[config.mk]
export PLATFORM = sky130hd
export DESIGN_NAME = text_console_flat
export DESIGN_NICKNAME = d
export VERILOG_FILES = /design/src/rtl/video_pkg.sv /design/src/rtl/text_console_if.sv /design/src/rtl/text_console_cursor.sv /design/src/rtl/text_console.sv /design/src/flat_wrapper.sv
export SDC_FILE = /design/constraint.sdc
export NUM_CORES = 1
export LEC_CHECK = 0
export ABC_AREA = 1
export CAP_MARGIN = 40
export CORE_MARGIN = 3
export CORE_UTILIZATION = 32
export CTS_CLUSTER_SIZE = 12
export DETAILED_ROUTE_END_ITERATION = 6
export SYNTH_ARGS = -nofsm -noshare
export SYNTH_HDL_FRONTEND = slang
export SYNTH_SLANG_ARGS = --single-unit
[constraint.sdc]
create_clock -name clk_i -period 2.1 [get_ports clk_i]
set_clock_uncertainty 0.05 [all_clocks]
set_input_delay 0.42 -clock clk_i [delete_from_list [all_inputs] [get_ports clk_i]]
set_output_delay 0.42 -clock clk_i [all_outputs]
set_load 0.02 [all_outputs]
[src/rtl/video_pkg.sv]
// Shared definitions for the LCD video card text path.
// Control codes, FSM states and VRAM word layout.
package video_pkg;

    localparam int ADDR_W = 10;
    localparam int DATA_W = 16;

    localparam logic [7:0] ATTR_DEF = 8'h07;

    localparam logic [7:0] CHR_NUL = 8'h00;
    localparam logic [7:0] CHR_BS  = 8'h08;
    localparam logic [7:0] CHR_LF  = 8'h0A;
    localparam logic [7:0] CHR_FF  = 8'h0C;
    localparam logic [7:0] CHR_CR  = 8'h0D;

    typedef enum logic [1:0] {
        S_IDLE,
        S_PUT,
        S_CLR_LINE,
        S_CLR_ALL
    } state_t;

    typedef enum logic [2:0] {
        CUR_NONE,
        CUR_CR,
        CUR_BS,
        CUR_HOME,
        CUR_NEXT,
        CUR_LF
    } cur_cmd_t;

    function automatic logic [ADDR_W-1:0] vram_addr(
        input logic [4:0] row,
        input logic [4:0] col
    );
        return {row, col};
    endfunction

endpackage

[src/rtl/text_console_if.sv]
// Byte stream handshake into the text console.
// Source drives byte/attribute/valid, console returns ready.
interface text_console_if;

    logic [7:0] chr_i;
    logic [7:0] attr_i;
    logic       chr_valid_i;
    logic       chr_ready_o;

    modport master (
        output chr_i,
        output attr_i,
        output chr_valid_i,
        input  chr_ready_o
    );

    modport slave (
        input  chr_i,
        input  attr_i,
        input  chr_valid_i,
        output chr_ready_o
    );

endinterface

[src/rtl/text_console_cursor.sv]
// Cursor position registers for the text console.
// Exposes both the current and the next position.
module console_cursor
    import video_pkg::*;
#(
    parameter int COLS = 30,
    parameter int ROWS = 17
) (
    input  logic     clk_i,
    input  logic     rstn_i,
    input  cur_cmd_t cmd_i,
    output logic [4:0] row_o,
    output logic [4:0] col_o,
    output logic [4:0] row_nxt_o,
    output logic [4:0] col_nxt_o
);

    localparam logic [4:0] LAST_COL = 5'(COLS - 1);
    localparam logic [4:0] LAST_ROW = 5'(ROWS - 1);

    logic       row_wrap;
    logic [4:0] row_adv;

    assign row_wrap = (row_o == LAST_ROW);
    assign row_adv  = row_wrap ? 5'd0 : row_o + 5'd1;

    // Next cursor position for the requested command.
    always_comb begin
        row_nxt_o = row_o;
        col_nxt_o = col_o;
        unique case (cmd_i)
            CUR_CR: col_nxt_o = 5'd0;
            CUR_BS: begin
                if (col_o != 5'd0) col_nxt_o = col_o - 5'd1;
            end
            CUR_HOME: begin
                row_nxt_o = 5'd0;
                col_nxt_o = 5'd0;
            end
            CUR_NEXT: begin
                if (col_o == LAST_COL) begin
                    col_nxt_o = 5'd0;
                    row_nxt_o = row_adv;
                end else begin
                    col_nxt_o = col_o + 5'd1;
                end
            end
            CUR_LF: row_nxt_o = row_adv;
            default: ;
        endcase
    end

    // Cursor register.
    always_ff @(posedge clk_i or negedge rstn_i) begin
        if (!rstn_i) begin
            row_o <= 5'd0;
            col_o <= 5'd0;
        end else begin
            row_o <= row_nxt_o;
            col_o <= col_nxt_o;
        end
    end

endmodule

[src/rtl/text_console.sv]
// Character-stream front end writing the text VRAM port A.
// Outputs are registered from the next FSM state.
module text_console
    import video_pkg::*;
#(
    parameter int         COLS      = 30,
    parameter int         ROWS      = 17,
    parameter logic [7:0] BLANK_CHR = 8'h20
) (
    input  logic                clk_i,
    input  logic                rstn_i,
    text_console_if.slave       chr_if,
    output logic                vram_cea_o,
    output logic [ADDR_W-1:0]   vram_ada_o,
    output logic [DATA_W-1:0]   vram_din_o,
    output logic [4:0]          cur_row_o,
    output logic [4:0]          cur_col_o,
    output logic                busy_o
);

    localparam logic [4:0] LAST_COL = 5'(COLS - 1);

    state_t      state, state_nxt;
    logic [9:0]  clr_cnt, cnt_nxt;
    logic [7:0]  chr_reg, chr_nxt;
    logic [7:0]  attr_reg, attr_nxt;
    logic        bs_reg, bs_nxt;
    logic        ready_q;
    cur_cmd_t    cmd;
    logic [4:0]  row_nxt, col_nxt;

    logic              cea_n;
    logic [ADDR_W-1:0] ada_n;
    logic [DATA_W-1:0] din_n;

    logic [7:0] in_chr;
    assign in_chr = chr_if.chr_i;

    assign chr_if.chr_ready_o = ready_q;

    console_cursor #(
        .COLS (COLS),
        .ROWS (ROWS)
    ) u_cursor (
        .clk_i     (clk_i),
        .rstn_i    (rstn_i),
        .cmd_i     (cmd),
        .row_o     (cur_row_o),
        .col_o     (cur_col_o),
        .row_nxt_o (row_nxt),
        .col_nxt_o (col_nxt)
    );

    // Next-state decode; clear counters only advance once a word is out,
    // so the first cycle after reset emits address 0 before counting.
    always_comb begin
        state_nxt = state;
        cnt_nxt   = clr_cnt;
        chr_nxt   = chr_reg;
        attr_nxt  = attr_reg;
        bs_nxt    = bs_reg;
        cmd       = CUR_NONE;
        unique case (state)
            S_IDLE: begin
                if (chr_if.chr_valid_i) begin
                    unique case (1'b1)
                        (in_chr == CHR_CR): cmd = CUR_CR;
                        (in_chr == CHR_LF): begin
                            cmd       = CUR_LF;
                            cnt_nxt   = 10'd0;
                            state_nxt = S_CLR_LINE;
                        end
                        (in_chr == CHR_BS): begin
                            if (cur_col_o != 5'd0) begin
                                cmd       = CUR_BS;
                                chr_nxt   = BLANK_CHR;
                                bs_nxt    = 1'b1;
                                state_nxt = S_PUT;
                            end
                        end
                        (in_chr == CHR_FF): begin
                            cmd       = CUR_HOME;
                            attr_nxt  = chr_if.attr_i;
                            cnt_nxt   = 10'd0;
                            state_nxt = S_CLR_ALL;
                        end
                        (in_chr == CHR_NUL): ;
                        default: begin
                            chr_nxt   = in_chr;
                            attr_nxt  = chr_if.attr_i;
                            bs_nxt    = 1'b0;
                            state_nxt = S_PUT;
                        end
                    endcase
                end
            end
            S_PUT: begin
                if (bs_reg) begin
                    state_nxt = S_IDLE;
                end else begin
                    cmd = CUR_NEXT;
                    if (cur_col_o == LAST_COL) begin
                        cnt_nxt   = 10'd0;
                        state_nxt = S_CLR_LINE;
                    end else begin
                        state_nxt = S_IDLE;
                    end
                end
            end
            S_CLR_LINE: begin
                if (vram_cea_o) begin
                    if (clr_cnt[4:0] == 5'd31) begin
                        cnt_nxt   = 10'd0;
                        state_nxt = S_IDLE;
                    end else begin
                        cnt_nxt = clr_cnt + 10'd1;
                    end
                end
            end
            S_CLR_ALL: begin
                if (vram_cea_o) begin
                    if (clr_cnt == 10'd1023) begin
                        cnt_nxt   = 10'd0;
                        state_nxt = S_IDLE;
                    end else begin
                        cnt_nxt = clr_cnt + 10'd1;
                    end
                end
            end
            default: state_nxt = S_CLR_ALL;
        endcase
    end

    // VRAM word for the state being entered.
    always_comb begin
        cea_n = 1'b0;
        ada_n = '0;
        din_n = '0;
        unique case (state_nxt)
            S_PUT: begin
                cea_n = 1'b1;
                ada_n = vram_addr(row_nxt, col_nxt);
                din_n = {attr_nxt, chr_nxt};
            end
            S_CLR_LINE: begin
                cea_n = 1'b1;
                ada_n = vram_addr(row_nxt, cnt_nxt[4:0]);
                din_n = {attr_nxt, BLANK_CHR};
            end
            S_CLR_ALL: begin
                cea_n = 1'b1;
                ada_n = cnt_nxt;
                din_n = {attr_nxt, BLANK_CHR};
            end
            default: ;
        endcase
    end

    // State, latched byte and registered outputs.
    always_ff @(posedge clk_i or negedge rstn_i) begin
        if (!rstn_i) begin
            state      <= S_CLR_ALL;
            clr_cnt    <= 10'd0;
            chr_reg    <= 8'h00;
            attr_reg   <= ATTR_DEF;
            bs_reg     <= 1'b0;
            ready_q    <= 1'b0;
            busy_o     <= 1'b1;
            vram_cea_o <= 1'b0;
            vram_ada_o <= '0;
            vram_din_o <= '0;
        end else begin
            state      <= state_nxt;
            clr_cnt    <= cnt_nxt;
            chr_reg    <= chr_nxt;
            attr_reg   <= attr_nxt;
            bs_reg     <= bs_nxt;
            ready_q    <= (state_nxt == S_IDLE);
            busy_o     <= (state_nxt == S_CLR_LINE) ||
                          (state_nxt == S_CLR_ALL);
            vram_cea_o <= cea_n;
            vram_ada_o <= ada_n;
            vram_din_o <= din_n;
        end
    end

endmodule
[src/flat_wrapper.sv]
// flat-port wrapper written by rule: the top's interface ports become plain ports
module text_console_flat import video_pkg::*;
#(
    parameter int         COLS      = 30,
    parameter int         ROWS      = 17,
    parameter logic [7:0] BLANK_CHR = 8'h20
)
  (clk_i, rstn_i, vram_cea_o, vram_ada_o, vram_din_o, cur_row_o, cur_col_o, busy_o, chr_if_chr_i, chr_if_attr_i, chr_if_chr_valid_i, chr_if_chr_ready_o);
  text_console_if chr_if_i ();
  input  logic clk_i;
  input  logic rstn_i;
  output logic vram_cea_o;
  output logic [ADDR_W-1:0] vram_ada_o;
  output logic [DATA_W-1:0] vram_din_o;
  output logic [4:0] cur_row_o;
  output logic [4:0] cur_col_o;
  output logic busy_o;
  input wire logic [$bits(chr_if_i.chr_i)-1:0] chr_if_chr_i;
  input wire logic [$bits(chr_if_i.attr_i)-1:0] chr_if_attr_i;
  input wire logic [$bits(chr_if_i.chr_valid_i)-1:0] chr_if_chr_valid_i;
  output wire logic [$bits(chr_if_i.chr_ready_o)-1:0] chr_if_chr_ready_o;
  assign chr_if_i.chr_i = chr_if_chr_i;
  assign chr_if_i.attr_i = chr_if_attr_i;
  assign chr_if_i.chr_valid_i = chr_if_chr_valid_i;
  assign chr_if_chr_ready_o = chr_if_i.chr_ready_o;
  text_console #(.COLS(COLS), .ROWS(ROWS), .BLANK_CHR(BLANK_CHR)) u_core (.clk_i(clk_i), .rstn_i(rstn_i), .chr_if(chr_if_i), .vram_cea_o(vram_cea_o), .vram_ada_o(vram_ada_o), .vram_din_o(vram_din_o), .cur_row_o(cur_row_o), .cur_col_o(cur_col_o), .busy_o(busy_o));
endmodule
Yosys cells after proc, flatten, opt, wreduce, memory -nomap -nowiden
Cells that the tools add are included.
{"block": "classes", "add_sub_neg": 4, "mul": 0, "div_mod_pow": 0, "n_lt_le_gt_ge": 0, "n_eq_ne": 20, "n_shift": 0, "mux": 42, "n_bitwise": 1, "reduce_logical": 13}
{"cell": "$mux 10", "count": 8}
{"cell": "$mux 8", "count": 6}
{"cell": "$pmux 10 s4", "count": 1}
{"cell": "$eq 8x4->1 const B", "count": 4}
{"cell": "$pmux 16 s2", "count": 1}
{"cell": "$pmux 10 s3", "count": 1}
{"cell": "$pmux 5 s3", "count": 2}
{"cell": "$mux 5", "count": 4}
{"cell": "$mux 2", "count": 9}
{"cell": "$pmux 2 s4", "count": 2}
{"cell": "$pmux 8 s2", "count": 1}
{"cell": "$eq 5x5->1 const B", "count": 3}
{"cell": "$pmux 3 s4", "count": 1}
{"cell": "$add 10x1->10 const B", "count": 1}
{"cell": "$add 5x1->5 const B", "count": 2}
{"cell": "$eq 10x10->1 const B", "count": 1}
{"cell": "$eq 2x2->1 const B", "count": 4}
{"cell": "$logic_not 8->1", "count": 1}
{"cell": "$reduce_or 2->1", "count": 4}
{"cell": "$reduce_or 4->1", "count": 2}
{"cell": "$eq 3x2->1 const B", "count": 2}
{"cell": "$eq 3x3->1 const B", "count": 2}
{"cell": "$mux 3", "count": 2}
{"cell": "$pmux 3 s2", "count": 1}
{"cell": "other kinds (12)", "count": 15}
{"block": "totals", "ff_bits": 68, "latch_bits": 0, "ramBits": 0, "mem_bits_ro": 0, "input_bits": 19, "output_inout_bits": 39, "wordCells": 92, "n_memories": 0}

Depth between registers and ports, before layout
{"block": "depth", "word_depth": 9, "depth_mapped": 15, "mapped_depth_nobuf": 15}

Hierarchy
A second synthesis with hierarchy kept.
{"block": "hier_totals", "hier_cells": 473, "area_unflattened_um2": 3594.7}
{"mod": "text_console", "n_inst": 1, "cells_each": 346, "area_per_inst_um2": 2740.1, "seq_area_each_um2": 1257.5}
{"mod": "console_cursor", "n_inst": 1, "cells_each": 127, "area_per_inst_um2": 854.6, "seq_area_each_um2": 250.2}

Least setup slack after synthesis
Ideal clock, no wire load.
{"block": "synth_timing", "path_type": "flip-flop to flip-flop", "startpoint": "reg u_core.clr_cnt[0]", "endpoint": "reg u_core.vram_ada_o[8]", "setup_ns": 0.127, "t_arrival_ns": 1.803, "required_ns": 1.923, "setup_slack_ns": 0.121, "path_stages_with_launch": 12, "path_buffers": 0, "synth_period_minus_slack_ns": 1.979, "cell_sequence": "dfrtp_1 -> ha_1 -> nand2_2 -> nor2_1 -> ha_1 -> nor2_1 -> a21oi_1 -> nand3_2 -> nor2_4 -> nand3_2 -> nand2_2 -> o21ai_1"}
{"block": "synth_via", "elab_chain_cells": 6, "elab_cells_between_ends": 17, "classes_between": "add/sub: 1; eq/ne: 5; mux: 11"}
{"element": "from (decl)", "line_no": "text_console.sv:24", "text": "logic [9:0] clr_cnt, cnt_nxt;"}
{"element": "from (signal assigned)", "line_no": "text_console.sv:174", "text": "clr_cnt <= cnt_nxt;"}
{"element": "branches (longest 5 deep; another with $add 10x1->10)"}
{"element": "$pmux 10 s3 (*)", "line_no": "text_console.sv:139", "text": "unique case (state_nxt)"}
{"element": "net u_core.ada_n[8]", "line_no": "text_console.sv:33", "text": "logic [ADDR_W-1:0] ada_n;"}
{"element": "to (signal assigned)", "line_no": "text_console.sv:182", "text": "vram_ada_o <= ada_n;"}
{"element": "to (decl)", "line_no": "text_console.sv:14", "text": "output logic [ADDR_W-1:0] vram_ada_o,"}
Mark *: on every way through the listed nets, which the timed path passes.
A chain may end at the register's enable or synchronous reset.

Worst setup path after layout
{"block": "layout_timing", "startpoint": "reg u_core.u_cursor.row_o[2]", "endpoint": "out cur_row_o[2]"}
{"element": "from (decl)", "line_no": "text_console_cursor.sv:12", "text": "output logic [4:0] row_o,"}
{"element": "from (signal assigned)", "line_no": "text_console_cursor.sv:59", "text": "row_o <= row_nxt_o;"}
{"element": "to (decl)", "line_no": "flat_wrapper.sv:15", "text": "output logic [4:0] cur_row_o;"}
No word-level cell between the ends.

==> results.rst <==
.. list-table::
   :header-rows: 1

   * - Metric
     - Value
   * - Run status
     - completed
   * - Post-synthesis share of cell area spent on and, or, nand and nor gates
     - around a third
   * - Slew HR
     - 76.8%
   * - Synth Flop Type
     - sky130_fd_sc_hd__dfrtp_1
   * - Sinks on Clock Net
     - 61
   * - Data arrival time at the worst-slack endpoint
     - 1.53 ns
   * - Number of buffers on the longest clock path
     - 2
   * - Critical path origin
     - u_core.u_cursor.row_o[2]$_DFF_PN0_
   * - Commonest non-fill, non-tap cell in the layout
     - sky130_fd_sc_hd__nand2_1
   * - Slowest CP cell
     - sky130_fd_sc_hd__clkdlybuf4s50_1
   * - Fmax
     - 499 MHz
   * - Max Cap Viol
     - 0
   * - Placed wire-length estimate
     - about 7 mm
   * - Ratio of cells with drive above 1 in the final layout
     - between 20% and 30%
   * - Global-route wire length before repair
     - 15.3 mm
   * - Critical Path RT
     - ~1.6 ns
   * - Actual slew at the worst max-slew pin
     - 0.346 ns
   * - Pwr Density
     - ~1500 nW/um^2
   * - Setup crit end
     - cur_row_o[2]
   * - Number of iterations in the first detailed-routing pass
     - 4
   * - Antenna Nets Post-Route
     - 0
   * - Synthesized instance count
     - 455
   * - Most flop-heavy register
     - u_core.vram_din_o
   * - Sequential cell area fraction in the yosys report
     - between 40% and 50%
   * - Net count reported at finish
     - between 500 and 600
   * - Syn avg cell area
     - ~7.7 um^2
   * - Layout fillers
     - between 1000 and 1500
   * - Dominant delay contributor by cell family on the critical path
     - buffers and inverters
   * - Multi-input logic area
     - about 1700 um^2
   * - Critical path launch point type
     - register
   * - Chip width
     - roughly 110 um
   * - Number of antenna violations at the first check in global routing
     - 0
   * - DRC violation count after routing
     - 0
   * - Worst setup EP type
     - output pin
   * - Number of hold violations in the final report
     - 0
   * - Number of CTS-inserted buffers
     - 9
   * - DRT iter0 DRCs
     - around 170
   * - Synthesized net count
     - between 400 and 500
   * - Die area
     - around 12000 um^2
   * - Worst min-delay path category
     - in -> async
   * - Most frequent cells in the layout
     - 99 x sky130_fd_sc_hd__nand2_1, 64 x sky130_fd_sc_hd__inv_1, 56 x sky130_fd_sc_hd__nand3_1, 56 x sky130_fd_sc_hd__clkdlybuf4s50_1, 53 x sky130_fd_sc_hd__dfrtp_1
   * - Post-route setup TNS
     - 0 ns
   * - Share of synthesized cell area in full adder, half adder and majority cells
     - 2.84%
   * - Number of flip-flops under the largest register name
     - 16
   * - Reg area
     - between 1500 and 2000 um^2
   * - Setup WS pre-CTS
     - -0.168 ns
   * - Synth Cell Area
     - about 3500 um^2
   * - # H-tree levels
     - 3
   * - Worst reg-to-reg path cell count
     - 13
   * - Crit path cell chain
     - clkdlybuf4s50_1
   * - Register bit count reported by yosys
     - 61
   * - Initial core utilization
     - about a third
   * - Total global-route track usage
     - 15.1%
   * - Root buffer cell
     - sky130_fd_sc_hd__clkbuf_8
   * - Count of warnings emitted by yosys
     - 0
   * - Total detailed-routing wirelength
     - between 9 and 10 mm
   * - Count of buffers from port buffering
     - between 50 and 60
   * - Top Registers
     - u_core.vram_din_o (16), u_core.clr_cnt (10), u_core.vram_ada_o (10)
   * - Fraction of the mapped netlist area in compound gates
     - under 10%
   * - Number of buffer and inverter stages on the critical path
     - 1
   * - Origin of the critical flop-to-flop path
     - u_core.clr_cnt[0]$_DFF_PN0_
   * - Diode insertion count for antenna repair
     - 0
   * - Ports placed on the boundary
     - between 50 and 60
   * - Largest incremental delay on the critical path
     - 0.67 ns
   * - Post-layout minimum cycle time
     - ~2 ns
   * - XOR/XNOR Fraction of Synth Area
     - 2.24%
   * - GRT overflow
     - 0
   * - Clock tree from TritonCTS
     - yes
   * - Combinational family with the most area after synthesis
     - simple AND/OR/NAND/NOR gates
   * - Post-synthesis async set-or-reset flop share
     - between 90% and 100%
   * - Synth unique cells
     - 35
   * - P_leak
     - about 2.4 nW
   * - Via count
     - 3308
   * - Core Footprint
     - ~11000 um^2
   * - Worst Slack Setup Final
     - 0.0966 ns
   * - Area growth syn-to-layout
     - 36.7%
   * - Clock-pin slew reported for the worst setup and hold paths after clock tree synthesis
     - roughly 0.08 ns
   * - Number of rows in the core area
     - 37
   * - Slack of the worst reg-to-reg path
     - 0.17 ns
   * - R2R Path End
     - u_core.vram_ada_o[4]$_DFF_PN0_
   * - Vias in the first global route
     - 3220
   * - Detailed-route wire length per cell
     - ~13 um
   * - Number of enable flip-flop cells after synthesis
     - 0
   * - Logic depth of the worst path, buffers included
     - 1
   * - Peak supply drop
     - around 0.00073 V
   * - Fraction of the cycle the final worst path needs
     - 95.4%
   * - Worst-skew pair later-pin latency
     - approximately 0.35 ns
   * - Mux cell area share after synthesis
     - less than 1%
   * - Maximum number of pins on one net before global-route repair
     - 28
   * - Average vias per placed instance
     - between 4 and 5
   * - Maximum net fanout on the critical path
     - 9
   * - Final number of max-transition violations
     - 0
   * - Critical Setup Path Class
     - reg -> out
   * - Die height
     - between 100 and 150 um
   * - Final Setup Violations
     - 0
   * - Routability congestion estimate
     - between 0.9 and 1
[synth_stat cells (9+ instances only)]
cell	count	area, um^2
sky130_fd_sc_hd__nand2_1	99	372
sky130_fd_sc_hd__inv_1	65	244
sky130_fd_sc_hd__nand3_1	58	290
sky130_fd_sc_hd__dfrtp_1	55	1380
sky130_fd_sc_hd__nor2_1	35	131
sky130_fd_sc_hd__o21ai_0	18	90.1
sky130_fd_sc_hd__a21oi_1	11	55.1
sky130_fd_sc_hd__nand4_1	11	68.8
sky130_fd_sc_hd__o211ai_1	11	82.6
sky130_fd_sc_hd__inv_2	10	37.5
sky130_fd_sc_hd__nand2_2	10	62.6
sky130_fd_sc_hd__xor2_1	9	78.8
[repair_timing]
item | CTS | global route
setup buffers | 0 | 4
endpoints found under the setup margin | 0 | 32
hold buffers | 1 | 0
hold endpoints to repair | 6 | 0
resized for setup | 0 | 19
[per-layer routing]
metal / share of wire (%) / global-route usage [%] / wire length [um] / up-vias
li1: - / - / - / 1673
met1: 46 / 20.3 / 4160 / 1530
met2: 47 / 24.1 / 4230 / 96
met3: 6.2 / 3.66 / 562 / 9
met4: 1.2 / 4.68 / 110 / 0
met5: 0 / 0 / 0 / -
[worst min-delay path by stage]
stage	from	end	cells past startpoint
6_report	rstn_i	u_core.bs_reg$_DFFE_PN0P_	2
5_1_grt	rstn_i	u_core.bs_reg$_DFFE_PN0P_	2
4_1_cts	rstn_i	u_core.bs_reg$_DFFE_PN0P_	2
3_5_place_dp	rstn_i	u_core.vram_ada_o[4]$_DFF_PN0_	1
3_3_place_gp	rstn_i	u_core.vram_ada_o[2]$_DFF_PN0_	1
2_1_floorplan	rstn_i	u_core.attr_reg[3]$_DFF_PN0_	0
[cell families after synthesis]
family	count (synthesis)
compound gates	51
mux	1
simple gates	242
flops	61
fa+ha+maj	8
buf+inv	83
xor+xnor	9
[power by group]
group	total, mW	internal, mW	switching [mW]
combinational	4.14	1.74	2.40
clock	0.941	0.431	0.510
sequential	2.18	1.77	0.418
[through the flow]
stage / hold WS (ns) / std cells / instance area (um^2) / total power [mW] / utilization (%)
4_1_cts: 0.426 / 698 / 4720 / 7.18 / 44.9
6_report: 0.444 / 702 / 4820 / 7.26 / 45.9
3_3_place_gp: 0.260 / 681 / 4530 / 6.16 / 43.1
3_5_place_dp: 0.257 / 681 / 4530 / 6.19 / 43.1
5_1_grt: 0.437 / 702 / 4820 / 7.90 / 45.9
2_1_floorplan: 0.0744 / 455 / 3530 / 4.57 / -
[layout make-up]
class / count / area share, %
Timing Repair Buffer: 102 / 19.1
Sequential cell: 61 / 31.9
Multi-Input combinational cell: 311 / 35.7
Clock inverter: 7 / 1.06
Clock buffer: 9 / 2.57
Inverter: 76 / 6.08
Tap cell: 136 / 3.53
No activity file was read; power rests on OpenSTA's default activity.
